## src/rtl/tcp_pkg.sv

```systemverilog
// Shared widths, FSM state encoding and output bundle for the RX ACK input stage.
// Sequence/ACK widths are global macros so other TCP blocks can share them.
`ifndef SEQ_NUM_W
`define SEQ_NUM_W 32
`endif
`ifndef ACK_NUM_W
`define ACK_NUM_W 32
`endif

package tcp_pkg;
    localparam int PAYLOAD_ENTRY_LEN_W = 16;
    localparam int RX_PAYLOAD_IDX_W    = 4;
    localparam int RX_PAYLOAD_PTR_W    = 14;

    typedef enum logic [2:0] {
        IDLE, RD_REQ, RD_WAIT, DECIDE, MALLOC_REQ, MALLOC_WAIT, OUT
    } rx_ack_in_state_e;

    // Flow id is kept outside the bundle because its width is a module parameter
    typedef struct packed {
        logic [`SEQ_NUM_W-1:0]          seq_num;
        logic [PAYLOAD_ENTRY_LEN_W-1:0] payload_len;
        logic [`ACK_NUM_W-1:0]          curr_ack_num;
        logic [RX_PAYLOAD_IDX_W:0]      head_idx;
        logic [RX_PAYLOAD_IDX_W:0]      tail_idx;
        logic                           malloc_success;
        logic [RX_PAYLOAD_PTR_W:0]      approx_space;
    } rx_ack_in_struct;

    function automatic logic [31:0] sat_inc32(input logic [31:0] v);
        return (v == 32'hFFFF_FFFF) ? v : v + 32'd1;
    endfunction
endpackage

```

## src/rtl/rx_ack_precheck.sv

```systemverilog
// Decides whether a packet may allocate RX buffer space: it must be in order,
// non-empty, and the payload index ring must not be full (modular distance).
module rx_ack_precheck
    import tcp_pkg::*;
(
    input  logic [`SEQ_NUM_W-1:0]          i_seq_num,
    input  logic [`ACK_NUM_W-1:0]          i_ack_num,
    input  logic [PAYLOAD_ENTRY_LEN_W-1:0] i_payload_len,
    input  logic [RX_PAYLOAD_IDX_W:0]      i_head_idx,
    input  logic [RX_PAYLOAD_IDX_W:0]      i_tail_idx,
    output logic                           o_malloc_ok
);
    logic [RX_PAYLOAD_IDX_W:0] w_used;

    // Indices carry one extra wrap bit, so occupancy is just the modular difference
    assign w_used      = i_tail_idx - i_head_idx;
    assign o_malloc_ok = (i_seq_num == i_ack_num) && (i_payload_len != '0) &&
                         !w_used[RX_PAYLOAD_IDX_W];
endmodule

```

## src/rtl/rx_ack_input_stage.sv

```systemverilog
// RX ACK input stage: per-packet flow-state lookup, buffer allocation and hand-off.
// Optional statistics counters are enabled with `define RX_ACK_INPUT_STATS_EN.
module rx_ack_input_stage
    import tcp_pkg::*;
#(
    parameter int FLOWID_W = 8
) (
    input  logic                           clk,
    input  logic                           rst,
    input  logic                           hdr_val,
    output logic                           hdr_rdy,
    input  logic [FLOWID_W-1:0]            hdr_flowid,
    input  logic [`SEQ_NUM_W-1:0]          hdr_seq_num,
    input  logic [PAYLOAD_ENTRY_LEN_W-1:0] hdr_payload_len,
    output logic                           state_rd_req_val,
    output logic [FLOWID_W-1:0]            state_rd_req_flowid,
    input  logic                           state_rd_resp_val,
    input  logic [`ACK_NUM_W-1:0]          state_rd_resp_ack_num,
    input  logic [RX_PAYLOAD_IDX_W:0]      state_rd_resp_head_idx,
    input  logic [RX_PAYLOAD_IDX_W:0]      state_rd_resp_tail_idx,
    output logic                           malloc_req_val,
    input  logic                           malloc_req_rdy,
    output logic [PAYLOAD_ENTRY_LEN_W-1:0] malloc_req_len,
    input  logic                           malloc_resp_val,
    input  logic                           malloc_resp_success,
    input  logic [RX_PAYLOAD_PTR_W:0]      malloc_resp_approx_space,
    input  logic                           wb_val,
    input  logic [FLOWID_W-1:0]            wb_flowid,
    input  logic [`ACK_NUM_W-1:0]          wb_ack_num,
    input  logic [RX_PAYLOAD_IDX_W:0]      wb_tail_idx,
    output logic                           out_val,
    input  logic                           out_rdy,
    output logic [FLOWID_W-1:0]            out_flowid,
    output logic [`SEQ_NUM_W-1:0]          out_seq_num,
    output logic [PAYLOAD_ENTRY_LEN_W-1:0] out_payload_len,
    output logic [`ACK_NUM_W-1:0]          out_curr_ack_num,
    output logic [RX_PAYLOAD_IDX_W:0]      out_head_idx,
    output logic [RX_PAYLOAD_IDX_W:0]      out_tail_idx,
    output logic                           out_malloc_success,
    output logic [RX_PAYLOAD_PTR_W:0]      out_approx_space
`ifdef RX_ACK_INPUT_STATS_EN
    ,
    output logic [31:0]                    stat_pkts,
    output logic [31:0]                    stat_malloc_skip,
    output logic [31:0]                    stat_malloc_fail
`endif
);
    localparam logic [RX_PAYLOAD_PTR_W:0] SPACE_RESET = {1'b1, {RX_PAYLOAD_PTR_W{1'b0}}};

    rx_ack_in_state_e          r_state, w_state_nxt;
    rx_ack_in_struct           r_pkt;
    logic [FLOWID_W-1:0]       r_flowid;
    logic [RX_PAYLOAD_PTR_W:0] r_last_space;
    logic                      w_malloc_ok;
    logic                      w_wb_hit;

    rx_ack_precheck u_precheck (
        .i_seq_num     (r_pkt.seq_num),
        .i_ack_num     (r_pkt.curr_ack_num),
        .i_payload_len (r_pkt.payload_len),
        .i_head_idx    (r_pkt.head_idx),
        .i_tail_idx    (r_pkt.tail_idx),
        .o_malloc_ok   (w_malloc_ok)
    );

    always_ff @(posedge clk) begin
        if (rst) r_state <= IDLE;
        else     r_state <= w_state_nxt;
    end

    always_comb begin
        w_state_nxt      = r_state;
        hdr_rdy          = 1'b0;
        state_rd_req_val = 1'b0;
        malloc_req_val   = 1'b0;
        out_val          = 1'b0;
        case (r_state)
            IDLE: begin
                hdr_rdy = 1'b1;
                if (hdr_val) w_state_nxt = RD_REQ;
            end
            RD_REQ: begin
                state_rd_req_val = 1'b1;
                w_state_nxt      = RD_WAIT;
            end
            RD_WAIT:     if (state_rd_resp_val) w_state_nxt = DECIDE;
            DECIDE:      w_state_nxt = w_malloc_ok ? MALLOC_REQ : OUT;
            MALLOC_REQ: begin
                malloc_req_val = 1'b1;
                if (malloc_req_rdy) w_state_nxt = MALLOC_WAIT;
            end
            MALLOC_WAIT: if (malloc_resp_val) w_state_nxt = OUT;
            OUT: begin
                out_val = 1'b1;
                if (out_rdy) w_state_nxt = IDLE;
            end
            default:     w_state_nxt = IDLE;
        endcase
    end

    // Write-back forwarding is live for the whole time a packet is held
    assign w_wb_hit = (r_state != IDLE) && wb_val && (wb_flowid == r_flowid);

    always_ff @(posedge clk) begin
        if (rst) begin
            r_flowid     <= '0;
            r_pkt        <= '0;
            r_last_space <= SPACE_RESET;
        end else begin
            if (r_state == IDLE && hdr_val) begin
                r_flowid             <= hdr_flowid;
                r_pkt.seq_num        <= hdr_seq_num;
                r_pkt.payload_len    <= hdr_payload_len;
                r_pkt.malloc_success <= 1'b0;
            end
            if (r_state == RD_WAIT && state_rd_resp_val) begin
                r_pkt.curr_ack_num <= state_rd_resp_ack_num;
                r_pkt.head_idx     <= state_rd_resp_head_idx;
                r_pkt.tail_idx     <= state_rd_resp_tail_idx;
            end
            // Later assignment gives the write-back priority over the read response
            if (w_wb_hit) begin
                r_pkt.curr_ack_num <= wb_ack_num;
                r_pkt.tail_idx     <= wb_tail_idx;
            end
            if (r_state == DECIDE && !w_malloc_ok) begin
                r_pkt.malloc_success <= 1'b0;
                r_pkt.approx_space   <= r_last_space;
            end
            if (r_state == MALLOC_WAIT && malloc_resp_val) begin
                r_pkt.malloc_success <= malloc_resp_success;
                r_pkt.approx_space   <= malloc_resp_approx_space;
            end
            if (malloc_resp_val) r_last_space <= malloc_resp_approx_space;
        end
    end

    assign state_rd_req_flowid = r_flowid;
    assign malloc_req_len      = r_pkt.payload_len;
    assign out_flowid          = r_flowid;
    assign out_seq_num         = r_pkt.seq_num;
    assign out_payload_len     = r_pkt.payload_len;
    assign out_curr_ack_num    = r_pkt.curr_ack_num;
    assign out_head_idx        = r_pkt.head_idx;
    assign out_tail_idx        = r_pkt.tail_idx;
    assign out_malloc_success  = r_pkt.malloc_success;
    assign out_approx_space    = r_pkt.approx_space;

`ifdef RX_ACK_INPUT_STATS_EN
    logic [31:0] r_stat_pkts, r_stat_skip, r_stat_fail;

    always_ff @(posedge clk) begin
        if (rst) begin
            r_stat_pkts <= '0;
            r_stat_skip <= '0;
            r_stat_fail <= '0;
        end else begin
            if (r_state == OUT && out_rdy)          r_stat_pkts <= sat_inc32(r_stat_pkts);
            if (r_state == DECIDE && !w_malloc_ok)  r_stat_skip <= sat_inc32(r_stat_skip);
            if (r_state == MALLOC_WAIT && malloc_resp_val && !malloc_resp_success)
                r_stat_fail <= sat_inc32(r_stat_fail);
        end
    end

    assign stat_pkts        = r_stat_pkts;
    assign stat_malloc_skip = r_stat_skip;
    assign stat_malloc_fail = r_stat_fail;
`endif
endmodule

```

## config.mk

```make
export PLATFORM = sky130hd
export DESIGN_NAME = rx_ack_input_stage
export DESIGN_NICKNAME = d
export VERILOG_FILES = /design/src/rtl/tcp_pkg.sv /design/src/rtl/rx_ack_precheck.sv /design/src/rtl/rx_ack_input_stage.sv
export SDC_FILE = /design/constraint.sdc
export NUM_CORES = 1
export LEC_CHECK = 0
export ABC_AREA = 1
export CORE_MARGIN = 2
export CORE_UTILIZATION = 41
export DETAILED_ROUTE_END_ITERATION = 10
export PLACE_DENSITY_LB_ADDON = 0.08
export SLEW_MARGIN = 30
export SYNTH_ARGS = -nofsm -noshare
export SYNTH_HDL_FRONTEND = slang
export SYNTH_SLANG_ARGS = --single-unit
```

## constraint.sdc

```tcl
create_clock -name clk -period 2.4 [get_ports clk]
set_clock_uncertainty 0.1 [all_clocks]
set_input_delay 0.24 -clock clk [delete_from_list [all_inputs] [get_ports clk]]
set_output_delay 0.24 -clock clk [all_outputs]
set_load 0.05 [all_outputs]
```

==> results.env <==
CTS_BUFFERS=17
CORE-AREA_SQ_MM=0.01464
SYNTHADDERAREAFRAC=0.006063
VIAS_IN_THE_FIRST_GLOBAL_ROUTE=6107
MAX-VDD-IR-DROP_uV=572.6
GRT_USE_MET1=0.3054
GLOBALROUTE.TOTALOVERFLOW=0
MIN_DELAY_WORST_ENDPOINT='out_seq_num[7]'
FINAL_CELL_COUNT_NO_FILL=1367
SYNTH_TOP_AREA_FRAC=0.4268
GRT_START_MAX_NET_PINS=90
DIE_WIDTH_UM=126.9
INSERTION_DELAY_NS=0.41
SYNTH.AREA.TOP_CELLS='dfxtp_1, nor2_1, a21oi_1'
YOSYS_WARNS=0
NUMBER_OF_DESIGN_RULE_VIOLATIONS_LEFT_AFTER_DETAIL_ROUTING=0
R2R_SETUP_SLACK_NS=0.21
LAYOUT-DRIVE-GT1-SHARE=0.04734
ANTENNA-DIODE-COUNT=0
RR_WORST_DEPTH=14
P_SWITCHING_W=0.003611
INITIALDRTVIOLATIONCOUNT=365
POSTLAYOUTCOREUTIL=0.6718
SYNTH-COMPOUND-AREA-SHARE=0.1742
CTS_POST_SETUP_BUFFERS_INSERTED=0
DPL_HPWL_MM=15.62
INITIAL_UTILIZATION=0.4228
CELL_INTERNAL_PWR_W=0.005532
FP-ROW-COUNT=44
DRT-VIAS-PER-INSTANCE=4.861
SYNTHESIS.INSTANCES=902
MAX_CLOCK_FREQ_GHz=0.4449
CP.REQUIRED_NS=2.06
TIMING_MAX_TRANSITION_VIOLATIONS_FINAL=0
YS_SEQ_ELEMENTS=132
POSTROUTEWIRELENGTH_MM=21.16
HOLDBUFCOUNTCTS=0
CLKTRANSATPATHREGS_NS=0.06
POWER_DENSITY_mW_PER_MM2=929.3
INITIAL_ANTENNA_VIOLATION_COUNT=0
FIN_CRIT_NS=2.248
HIGHEST_COUNT_CELLS_IN_THE_LAYOUT_IGNORING_FILL_AND_TAPS='clkdlybuf4s50_1, nor2_1, nand2_1'
POST-PLACE-CELLS=1337
MAXIMUM_FANOUT_ALONG_THE_WORST_PATH=6
CTSROOTBUFFERMASTER='clkbuf_16'
GRT_USE_MET3=0.09026
SW_FRAC_OF_TOTAL=0.3950
LEAKAGE_nW=3.994
GRT_MOST_USED_LAYER='met2'
SYNTH_TOP_FAMILY_BY_AREA='simple AND/OR/NAND/NOR gates'
HOLD_PATH_DEPTH=3
CTSRESIZECOUNT=0
IO_PINS=309
GRT_FIRST_PASS_WIRELENGTH_MM=32.40
CRIT-REG2REG-LAUNCH='out_curr_ack_num[4]'
GLOBAL_ROUTE.USAGE.TOTAL=0.2570
SEQUENTIAL_SHARE_OF_THE_SYNTHESIZED_AREA=0.4268
NUMBER_OF_NETS_IN_THE_SYNTHESIZED_NETLIST=1072
DESIGN.FINAL.NETS=1342
CTSHTREEMAXLEVEL=4
FINAL_CELL_AREA_SQ_MM=0.009838
P_COMB_FRAC=0.415
CLOCK_SINK_COUNT=132
WORST_SETUP_EP_TYPE='output pin'
FLOORPLAN.DIE_AREA_SQ_MM=0.01610
TIMING.MAX_CAP.VIOLATIONS=0
CRIT-REG2REG-CAPTURE='out_approx_space[14]'
P_CLK_FRAC=0.280
SHARE_OF_SYNTHESIZED_AREA_SPENT_ON_MULTIPLEXERS=0.01132
DIE_H_UM=126.9
HOLD_PATH_STARTPOINT='hdr_seq_num[7]'
MIN_PERIOD_OVER_PERIOD=0.9365
PLACEDINSTANCEAREA_SQ_MM=0.009259
RUN_STATUS='finished, final reports clean'
FINAL_COMMON_CELL='clkdlybuf4s50_1'
FINAL_ANTENNA_NET_COUNT=0
WORST_EP_ARRIVAL_TIME_NS=1.91
GR-USAGE-MET2=0.4364
PRE_ANTENNA_DRT_ITERS=4
MAX_SLEW_MARGIN=0.4832
SYN2LAYOUT_AREA_GROWTH_PCT=58.91
GP_CONGESTION=0.8430
CTS_TREE='yes'
CTS_MAX_PATH_BUFFERS=2
SYNTHESIS.AREA_PER_INSTANCE_SQ_UM=6.864
I_O_BUFFERS=308
SYN_AREA_SQ_MM=0.006191
TIMING.FINAL.HOLD_VIOLATIONS=0
WORST_PIN_SLEW_NS=0.7752
CRITPATHLAUNCHTYPE='flop'
VIAS=6645
XOR_XNOR_CELL_AREA_SHARE_OF_THE_YOSYS_NETLIST=0.02829
SYNTH_SIMPLE_GATE_AREA_FRAC=0.2409
SHARE_OF_POWER_BURNED_IN_REGISTERS=0.305
SYNTH_AREA_LEADER_CELL='dfxtp_1'
TIMING.FINAL.SETUP_VIOLATIONS=0
WL_PER_CELL_UM=15.48
SETUP_TNS_NS=0
YOSYS.CELL_TYPES.COUNT=29
HP-CLASS='in -> reg'
PATH_CLASS='reg -> out'
RSZ_0062_RAISED_AFTER_GLOBAL_ROUTING='false'
-- metrics by stage --
stage	worst slack, ns	total power (W)	hold slack, ns
6_report	0.1525	0.009143	0.3024
5_1_grt	0.007552	0.009604	0.3064
4_1_cts	0.1347	0.009206	0.2917
3_5_place_dp	0.1937	0.006621	0.3472
3_3_place_gp	0.2567	0.006597	0.3403
2_1_floorplan	0.2720	0.005310	0.2621
-- cell families (layout without fill, tap and decap cells) --
family / after synthesis / after routing
AOI/OAI and AO/OA: 213 / 213
xor gates and xnor gates: 20 / 20
adders and majority gates: 3 / 3
buffers and inverters: 148 / 429
DFF: 132 / 132
muxes: 7 / 7
and+or+nand+nor: 379 / 379
-- synthesized netlist by cell type --
master,n
clkbuf_1,27
a211oi_1,2
buf_4,24
buf_1,5
a21oi_1,110
nor2_1,188
o31ai_1,1
nor2_2,2
xnor2_1,5
o21ai_0,65
ha_1,3
nand3b_1,1
nand2_1,146
inv_2,3
buf_2,15
nand3_1,34
o21ai_1,33
buf_6,4
o22ai_1,1
clkinv_1,1
a22o_1,1
clkbuf_2,1
nor3_1,2
nand2_2,2
mux2i_1,7
dfxtp_1,132
inv_1,68
xor2_1,15
nand4_1,4
-- state kept, by name, indices dropped and copies added, names as in the netlist, 5 cells and up --
register and cells:
out_approx_space 15, out_head_idx 5, malloc_req_len 16, out_curr_ack_num 32
r_last_space 15, out_flowid 8, out_seq_num 32, out_tail_idx 5
-- how the worst max path moves through the flow --
stage                   startpoint              endpoint  slack (ns)
2_1_floorplan      out_head_idx[3]  out_approx_space[12]        0.27
3_3_place_gp   out_curr_ack_num[4]  out_approx_space[14]        0.26
3_5_place_dp   out_curr_ack_num[4]  out_approx_space[14]        0.19
4_1_cts                 r_state[0]        malloc_req_val        0.13
5_1_grt        out_curr_ack_num[4]  out_approx_space[13]       0.008
6_report                r_state[0]        malloc_req_val        0.15
-- worst max-delay path, cell delays in order (launching register included) --
cell             delay [ns]
dfxtp_1                0.36
nor2_1                 0.13
inv_2                  0.05
nor2_1                 0.12
clkdlybuf4s50_1        0.83
-- power groups by stage --
stage,logic [W],clock network [W],registers [W]
after floorplan,0.00154,0,0.00377
after global placement,0.00378,0,0.00282
after detailed placement,0.00379,0,0.00283
after CTS,0.00382,0.00260,0.00279
after global routing,0.00408,0.00270,0.00283
final,0.00379,0.00256,0.00279
-- metal layers --
layer  wire length, um  vias to the layer above  part of all wire
met5                 0                        -                 0
met4               437                        0             0.021
met3              1825                       29             0.086
met2             10160                      239              0.48
met1              8740                     2969              0.41
li1                  -                     3408                 -
-- layout make-up --
type                       count  area, sq um
multi-input combinational    622         2860
clock inverter                 4        70.07
clock buffer                  26        509.2
timing repair buffer         327         3256
fill                        1351         4806
sequential                   132         2643
inverter                      72        270.3
tap                          184        230.2
Power figures use the tool's default switching activity.
